[src/rtl/mem_bus_responder_pkg.sv]
// Shared types, address map and constants for the machine-cycle memory responder.
package mem_bus_responder_pkg;

    typedef enum logic [1:0] {ST_IDLE, ST_INT, ST_EXT_WAIT, ST_DONE} state_t;
    typedef enum logic [1:0] {RG_HRAM, RG_IE, RG_UNUSABLE, RG_EXT} region_t;

    localparam int          HRAM_DEPTH     = 127;
    localparam logic [15:0] HRAM_BASE      = 16'hFF80;
    localparam logic [15:0] HRAM_LIMIT     = 16'hFFFE;
    localparam logic [15:0] IE_ADDR        = 16'hFFFF;
    localparam logic [15:0] UNUSABLE_BASE  = 16'hFEA0;
    localparam logic [15:0] UNUSABLE_LIMIT = 16'hFEFF;
    localparam logic [15:0] ECHO_BASE      = 16'hE000;
    localparam logic [15:0] ECHO_LIMIT     = 16'hFDFF;
    localparam logic [15:0] ECHO_OFFSET    = 16'h2000;
    localparam logic [7:0]  OPEN_BUS       = 8'hFF;

    function automatic region_t decode_region(input logic [15:0] addr);
        if (addr == IE_ADDR)
            return RG_IE;
        else if (addr >= HRAM_BASE && addr <= HRAM_LIMIT)
            return RG_HRAM;
        else if (addr >= UNUSABLE_BASE && addr <= UNUSABLE_LIMIT)
            return RG_UNUSABLE;
        else
            return RG_EXT;
    endfunction

    // Echo RAM mirrors WRAM, so the backing store only ever sees WRAM addresses for it.
    function automatic logic [15:0] fold_echo(input logic [15:0] addr);
        if (addr >= ECHO_BASE && addr <= ECHO_LIMIT)
            return addr - ECHO_OFFSET;
        return addr;
    endfunction

endpackage

[src/rtl/mem_bus_responder_hram_array.sv]
// 127x8 high RAM: synchronous write, registered read, contents never reset.
module hram_array
    import mem_bus_responder_pkg::*;
(
    input  logic       clk,
    input  logic       we,
    input  logic [6:0] waddr,
    input  logic [7:0] wdata,
    input  logic       re,
    input  logic [6:0] raddr,
    output logic [7:0] rdata
);

    logic [7:0] mem [0:HRAM_DEPTH-1];

    always_ff @(posedge clk) begin
        if (we)
            mem[waddr] <= wdata;
        if (re)
            rdata <= mem[raddr];
    end

endmodule

[src/rtl/mem_bus_responder.sv]
// Memory-side responder for the four-T-cycle bus: HRAM/IE internal, rest forwarded via req/ack.
// Optional access timeout and sticky bus_err are compiled in with MEM_RESP_TIMEOUT_EN.
module mem_bus_responder
    import mem_bus_responder_pkg::*;
#(
    parameter int TIMEOUT_CYCLES = 64
) (
    input  logic        clk,
    input  logic        rst,
    input  logic [1:0]  t_cycle,
    input  logic [15:0] addr_bus,
    input  logic        rd,
    input  logic        wr,
    input  logic [7:0]  wdata,
    output logic [7:0]  rdata,
    output logic        hold,
    output logic        ext_req,
    output logic        ext_we,
    output logic [15:0] ext_addr,
    output logic [7:0]  ext_wdata,
    input  logic        ext_ack,
    input  logic [7:0]  ext_rdata
`ifdef MEM_RESP_TIMEOUT_EN
    ,
    output logic        bus_err
`endif
);

    state_t      state, next_state;
    region_t     region_in, region_q;
    logic        write_q;
    logic [6:0]  hram_idx_q;
    logic [7:0]  wdata_q;
    logic [7:0]  ie;
    logic [7:0]  hram_q;
    logic        capture;
    logic        abort;
    logic        hram_we;
    logic        ie_we;
    logic        rdata_load;
    logic [7:0]  rdata_next;
    logic        hold_next;

    assign region_in = decode_region(addr_bus);
    assign capture   = (state == ST_IDLE) && (t_cycle == 2'd0) && (rd || wr);
    assign ext_req   = (state == ST_EXT_WAIT);

`ifdef MEM_RESP_TIMEOUT_EN
    localparam int CNT_W = $clog2(TIMEOUT_CYCLES + 1);
    logic [CNT_W-1:0] wait_cnt;

    // An ack on the final allowed edge still wins over the abort.
    assign abort = (state == ST_EXT_WAIT) && !ext_ack &&
                   (wait_cnt == CNT_W'(TIMEOUT_CYCLES - 1));

    always_ff @(posedge clk or posedge rst) begin
        if (rst) begin
            wait_cnt <= '0;
            bus_err  <= 1'b0;
        end else begin
            wait_cnt <= (state == ST_EXT_WAIT && next_state == ST_EXT_WAIT) ? wait_cnt + 1'b1 : '0;
            if (abort)
                bus_err <= 1'b1;
        end
    end
`else
    assign abort = 1'b0;
`endif

    always_ff @(posedge clk or posedge rst) begin
        if (rst)
            state <= ST_IDLE;
        else
            state <= next_state;
    end

    always_comb begin
        next_state = state;
        case (state)
            ST_IDLE:     if (capture) next_state = (region_in == RG_EXT) ? ST_EXT_WAIT : ST_INT;
            ST_INT:      next_state = ST_DONE;
            ST_EXT_WAIT: if (ext_ack || abort) next_state = ST_DONE;
            ST_DONE:     if (t_cycle == 2'd3) next_state = ST_IDLE;
            default:     next_state = ST_IDLE;
        endcase
    end

    always_comb begin
        hram_we    = 1'b0;
        ie_we      = 1'b0;
        rdata_load = 1'b0;
        rdata_next = rdata;
        // hold covers every edge after the first one spent waiting for the ack
        hold_next  = (state == ST_EXT_WAIT) && (next_state == ST_EXT_WAIT);
        case (state)
            ST_INT: begin
                if (write_q) begin
                    hram_we = (region_q == RG_HRAM);
                    ie_we   = (region_q == RG_IE);
                end else begin
                    rdata_load = 1'b1;
                    case (region_q)
                        RG_HRAM: rdata_next = hram_q;
                        RG_IE:   rdata_next = ie;
                        default: rdata_next = OPEN_BUS;
                    endcase
                end
            end
            ST_EXT_WAIT: begin
                if (!write_q && ext_ack) begin
                    rdata_load = 1'b1;
                    rdata_next = ext_rdata;
                end else if (!write_q && abort) begin
                    rdata_load = 1'b1;
                    rdata_next = OPEN_BUS;
                end
            end
            default: ;
        endcase
    end

    always_ff @(posedge clk or posedge rst) begin
        if (rst) begin
            rdata     <= OPEN_BUS;
            hold      <= 1'b0;
            ext_we    <= 1'b0;
            ext_addr  <= '0;
            ext_wdata <= '0;
            ie        <= 8'h00;
        end else begin
            hold <= hold_next;
            if (rdata_load)
                rdata <= rdata_next;
            if (ie_we)
                ie <= wdata_q;
            if (capture && region_in == RG_EXT) begin
                ext_we    <= wr;
                ext_addr  <= fold_echo(addr_bus);
                ext_wdata <= wdata;
            end
        end
    end

    // T1 capture; write wins when both strobes are high.
    always_ff @(posedge clk) begin
        if (capture) begin
            write_q    <= wr;
            region_q   <= region_in;
            hram_idx_q <= addr_bus[6:0];
            wdata_q    <= wdata;
        end
    end

    // HRAM is read at the T1 edge so the registered output is ready for the T2 edge.
    hram_array u_hram (
        .clk   (clk),
        .we    (hram_we),
        .waddr (hram_idx_q),
        .wdata (wdata_q),
        .re    (capture && region_in == RG_HRAM),
        .raddr (addr_bus[6:0]),
        .rdata (hram_q)
    );

endmodule

[config.mk]
export PLATFORM = sky130hd
export DESIGN_NAME = mem_bus_responder
export DESIGN_NICKNAME = d
export VERILOG_FILES = /design/src/rtl/mem_bus_responder_pkg.sv /design/src/rtl/mem_bus_responder_hram_array.sv /design/src/rtl/mem_bus_responder.sv
export SDC_FILE = /design/constraint.sdc
export NUM_CORES = 1
export LEC_CHECK = 0
export ABC_AREA = 0
export CORE_ASPECT_RATIO = 2
export CORE_MARGIN = 4
export CORE_UTILIZATION = 55
export CTS_CLUSTER_SIZE = 30
export DETAILED_ROUTE_END_ITERATION = 7
export PLACE_DENSITY = 0.72
export SLEW_MARGIN = 20
export SYNTH_ARGS = -nofsm -noshare
export SYNTH_HDL_FRONTEND = slang
export SYNTH_HIERARCHICAL = 1
export SYNTH_SLANG_ARGS = --single-unit
[constraint.sdc]
create_clock -name clk -period 5.64 [get_ports clk]
set_clock_uncertainty 0.15 [all_clocks]
set_input_delay 1.128 -clock clk [delete_from_list [all_inputs] [get_ports clk]]
set_output_delay 1.128 -clock clk [all_outputs]
set_load 0.03 [all_outputs]
== Word level (Yosys, flattened, before mapping) ==
Memories as Yosys holds them, arrays and structs flattened. A register that Yosys moved wholly into a read port is not among the register bits.
Index checks and enable logic that the tools add are counted.

* Memory bits (read-only): 0
* Output and inout bits: 35
* Memories kept: 1
* Bits in writable memories: 1016
* Bits in latches: 0
* Register bits after elaboration: 62
* Word-level logic and storage cells: 71
* Input port bits: 39

{| class="wikitable"
|+ Memories
! name !! depth !! bits a word !! rd ports !! clocked after memory_dff !! wr ports !! line !! RTL
|-
| u_hram.mem || 127 || 8 || 1 || 1 || 1 || mem_bus_responder_hram_array.sv:14 || <nowiki>logic [7:0] mem [0:HRAM_DEPTH-1];</nowiki>
|}

* Equal/unequal tests: 10
* $add $sub $neg: 1
* Reductions and logical operators: 17
* $mul: 0
* $lt $le $gt $ge: 6
* Mux-type cells: 25
* Shifts and indexed selects: 0
* Bitwise gates (word level): 0
* Div/mod/pow operators: 0

{| class="wikitable"
|+ Operator list
! kind !! count
|-
| $ge 16x16->1 const B || 3
|-
| $le 16x16->1 const B || 3
|-
| $mux 16 || 2
|-
| $pmux 8 s2 || 2
|-
| $eq 16x16->1 const B || 1
|-
| $mux 8 || 2
|-
| $sub 16x14->16 const B || 1
|-
| $mux 2 || 6
|-
| $mux 1 || 11
|-
| $eq 2x2->1 const B || 5
|-
| $logic_and 1x1->1 || 9
|-
| $logic_not 2->1 || 4
|-
| $pmux 2 s4 || 1
|-
| $eq 2x1->1 const B || 2
|-
| $reduce_and 4->1 || 1
|-
| $ne 2x1->1 const B || 1
|-
| $ne 2x2->1 const B || 1
|-
| $pmux 1 s2 || 1
|-
| $reduce_bool 2->1 || 1
|-
| $logic_not 1->1 || 1
|-
| $logic_or 1x1->1 || 1
|}

== Depth between registers and ports, before layout ==
* Word-level depth: 11
* Mapped depth: 10
* Mapped depth without buffers: 6

== Hierarchy ==
The synthesis kept the hierarchy.

{| class="wikitable"
|+ By module, submodules not included
! module !! times used !! seq. area each (um^2) !! area an instance (um^2) !! cells an instance
|-
| hram_array || 1 || 30749.5 || 39880.7 || 1882
|-
| mem_bus_responder || 1 || 1651.6 || 2871.5 || 211
|}

== Worst setup path before layout ==
Ideal clock, no wire load.

* Path type: input-to-reg
* Start: in addr_bus[0]
* End: reg u_hram.rdata[0] (read register of u_hram.mem), data pin
* Path slack: 2.414 ns
* Buffers on the path: 2
* Cell stages on the path: 7
* Arrival: 2.804 ns
* Data required time: 5.218 ns
* Setup time: 0.272 ns
* Path through: buf_6 -> buf_12 -> mux4_2 -> mux4_2 -> or3b_1 -> o211ai_2 -> nor4_2

* Cells in the longest elaborated chain, start to end: 7
* Elaborated cells between the ends (all ways): 12
* Classes of those cells: order compare: 4; eq/ne: 1; mux: 3; reduce/logical: 4

{| class="wikitable"
|+ Ends and longest elaborated chain
! what !! line !! RTL
|-
| from (decl) || mem_bus_responder.sv:11 || <nowiki>input logic [15:0] addr_bus,</nowiki>
|-
| $ge 16x16->1 or $le 16x16->1 (tied branches) || mem_bus_responder_pkg.sv:23 || <nowiki>else if (addr >= UNUSABLE_BASE && addr <= UNUSABLE_LIMIT)</nowiki>
|-
| $logic_and 1x1->1 || mem_bus_responder_pkg.sv:23 ||
|-
| $mux 1 || mem_bus_responder_pkg.sv:23 ||
|-
| $mux 2 || mem_bus_responder_pkg.sv:21 || <nowiki>else if (addr >= HRAM_BASE && addr <= HRAM_LIMIT)</nowiki>
|-
| $mux 2 || mem_bus_responder_pkg.sv:19 || <nowiki>if (addr == IE_ADDR)</nowiki>
|-
| $logic_not 2->1 || mem_bus_responder.sv:160 || <nowiki>.re (capture && region_in == RG_HRAM),</nowiki>
|-
| $logic_and 1x1->1 || mem_bus_responder.sv:160 ||
|-
| to (decl) || mem_bus_responder_hram_array.sv:11 || <nowiki>output logic [7:0] rdata</nowiki>
|}

Several ways; a longest one is shown, not always the timed one.
A chain may end at the register's enable or synchronous reset.

== Worst setup path after layout ==
* Start: in addr_bus[0]
* End: reg u_hram.rdata[7] (read register of u_hram.mem), data pin

The elaborated chain is that of the path after synthesis.

==> results.toml <==
[outcome]
status = "finished clean"

[timing]
finalWorstSetupSlack_ps = 1490
worst_pin_slew_ps = 1130
setup_tns_ps = 0
max-slew-margin-rel_pct = 24.2
max_slew_violation_count = 0
clock.fmax_mhz = 241
rsz0062_at_grt = "no"
setup_viol = 0
post-route-min-period_ps = 4150
final_critical_path_share_of_the_clock_period_pct = 73.5
final_hold_viol_count = 0

[placed_design]
placedInstanceArea_um2 = 45100
place_hpwl_um = 69200
placed_cells_incl_taps = 3188
port-buffer-count = 73
gp_congestion = 0.900
pre_cts_slack_ps = 898

[detailed_routing]
drt_iter0_markers = 2650
post-route-drc-count = 0
wl_per_cell_um = 31.6
antenna_left = 0
first_pass_iters = 6
drt-total-wl_um = 106000
vias_per_cell = 6.50
via_count = 21800

[die]
die_w_um = 205
pin_count = 74
die_y_um = 402
fp.coreArea_um2 = 77100
placement_rows = 144
die-area_um2 = 82500
initial_core_util_pct = 55.4

[power_and_ir_drop]
switching_power_uw = 3980
p_int_uw = 13300
sequentialPowerShare_pct = 53.1
p_leak_uw = 0.0151
vdd_drop_max_mv = 0.223
share_of_total_power_consumed_by_net_switching_pct = 23.0
combPwrFrac_pct = 10.0
clk_network_pwr_share_pct = 36.9
power.density_nw_per_um2 = 360

[worst_hold_path]
hold_path_class = "register to register"
worst_hold_path.num_cells = 1
hp-start = "ext_addr[14]$_DFFE_PP0P_"

[global_route]
grt_first_pass_wirelength_um = 155000
grt_max_degree = 109
first_global_vias = 22600
antenna_violations_before_repair = 0
grt_use_total_pct = 25.9
grt-ovfl-total = 0

[setup_path]
setup.worst_path.class = "primary input to register"
worstSetupEndpointType = "register"
r2r.worst_path.cells = 8
max_fanout_on_critical_path = 51
timing.rr.start = "state[1]$_DFF_PP0_"
crit_start = "addr_bus[0]"
crit_path_start_kind = "primary input"
cp_data_arrival_time_ps = 4360
cp.required_ps = 5850

[layout]
nNetsFinal = 2302
final-instance-count-excl-fill = 3350
final_design_area_no_fill_um2 = 48100
final.fill_count = 5261
diodes = 0
post_route_cells_drive_above_1_share_pct = 25.5
synthToLayoutAreaGrowth_pct = 12.5

[clock_tree]
cts_hold_repair_buffers = 0
cts.clk_slew.worst_paths_ps = 70
cts.htree.levels = 3
clock_tree.buffer_depth = 3
clock_buffer_count_from_cts = 88
clock_sinks = 1086
post_cts_setup_bufs = 0
cts_repair_resize_count = 0
cts_tree = "built"
clockRootBuffer = "clkbuf_16"
worst_skew_pair.late_latency_ps = 660

[run]
drv_cap = 0

[logic_synthesis]
synth.net_count = 2138
synthMostInstantiatedCell = "edfxtp_1"
synth.distinct_cells = 62
cells_after_synth = 2093
synth_top_cell_area_share_pct = 73.2
yosys_register_bits = 1086
synthesis.yosys.warnings = 6
netlist_top_cells_count = "1042 x edfxtp_1, 235 x mux4_2, 149 x nor2_1, 55 x mux2_2, 46 x nand2_1"
async_flop_share_pct = 4.05
synth_top_area_cell = "edfxtp_1"
synth.yosys.seq_area_share_pct = 75.8
synth_enable_flop_cells = 1042
synth_area_leaders = "edfxtp_1 73%, mux4_2 12%, dfrtp_1 2.1%, mux2_2 1.4%, nor2_1 1.3%"
post_synthesis_cell_area_um2 = 42800
synth-main-ff-cell = "edfxtp_1"
syn_avg_cell_area_um2 = 20.4
[kinds of logic after synthesis]
logic type | count (synthesis) | synth area share, %
AOI/OAI and AO/OA | 186 | 2.95
adders and majority gates | 6 | 0.176
muxes | 341 | 15.3
buffers and inverters | 121 | 1.63
DFF | 1086 | 75.8
and+or+nand+nor | 353 | 4.12
[sequential cells by signal (all words and copies together) (netlist names)]
register and flops:
ext_wdata 8, state 2, ie 8, u_hram/rdata 8, u_hram/mem 1016, ext_we 1, rdata 8, region_q 2
wdata_q 8, write_q 1, hram_idx_q 7, hold 1, ext_addr 16
[path summary, 6_finish.rpt]
| path | end | slack [ps] |
|---|---|---|
| min in group asynchronous | state[1]$_DFF_PP0_ | 670 |
| max | u_hram/rdata[7]$_DFFE_PP_ | 1490 |
| min reg2reg | ext_addr[14]$_DFFE_PP0P_ | 360 |
| max in group asynchronous | ie[7]$_DFFE_PP0P_ | 3950 |
| min | ext_addr[14]$_DFFE_PP0P_ | 360 |
| max reg2reg | u_hram/mem[33][7]$_DFFE_PP_ | 1720 |
[worst max-delay path, cell delays in order]
cell	delay, ps
buf_8	470
buf_12	400
mux4_1	640
a22oi_1	370
a21oi_1	240
nor4_1	920
nor4_1	100
[metrics by stage]
step                total power (µW)  utilization [%]  hold slack (ps)
floorplan                      10400                -              330
global placement               11000             58.4              338
detailed placement             11100             58.4              347
CTS                            17400             62.3              362
global route                   17800             62.4              374
finish                         17300             62.4              362
[per-layer routing]
layer | wire length [µm] | up-vias | part of all wire (%) | global-route usage, %
met3 | 7320 | 285 | 6.9 | 3.60
met4 | 7550 | 0 | 7.1 | 15.0
met1 | 34800 | 11400 | 33 | 30.4
met5 | 0 | - | 0 | 0
met2 | 56100 | 1158 | 53 | 45.3
li1 | - | 8951 | - | -
[layout by cell type (no fill, tap or decap), types with 6 or more instances in the layout]
cell type        instances
ha_1                     6
clkbuf_1                 9
buf_4                  102
mux2_2                  55
nor2_1                 148
o22ai_1                 29
mux2i_1                 31
o21ai_0                 28
nor4_1                  18
buf_12                   7
a21oi_1                 23
a211oi_1                31
clkbuf_16               90
inv_1                   10
nand2b_1                11
edfxtp_1              1042
nand3_1                 20
dfstp_2                  8
dfrtp_1                 36
clkinv_1                13
bufinv_16               13
clkinv_2                11
mux2_4                  17
nor2b_1                 38
o211ai_1                11
nand4_1                 11
nor3_1                  16
nand2_1                 45
mux4_2                 235
clkinv_4                 6
nand3b_1                 6
clkdlybuf4s50_1         69
clkinvlp_4              15
a22oi_1                 39
[cell type report]
type	count	area, µm²	area share, %
Tap cell	1022	1280	2.66
Clock inverter	62	709	1.48
Multi-Input combinational cell	886	9700	20.2
Inverter	12	45.0	0.0937
Timing Repair Buffer	183	1660	3.45
Sequential cell	1086	32400	67.4
Clock buffer	99	2290	4.75
[power by group through the flow]
stage	Combinational [µW]	Sequential, µW	Clock (µW)
6_report	1740	9190	6380
5_1_grt	1830	9210	6800
4_1_cts	1740	9190	6460
3_5_place_dp	1740	9360	0
3_3_place_gp	1690	9350	0
2_1_floorplan	748	9670	0
Note: power is estimated with default switching activity, not from simulation.
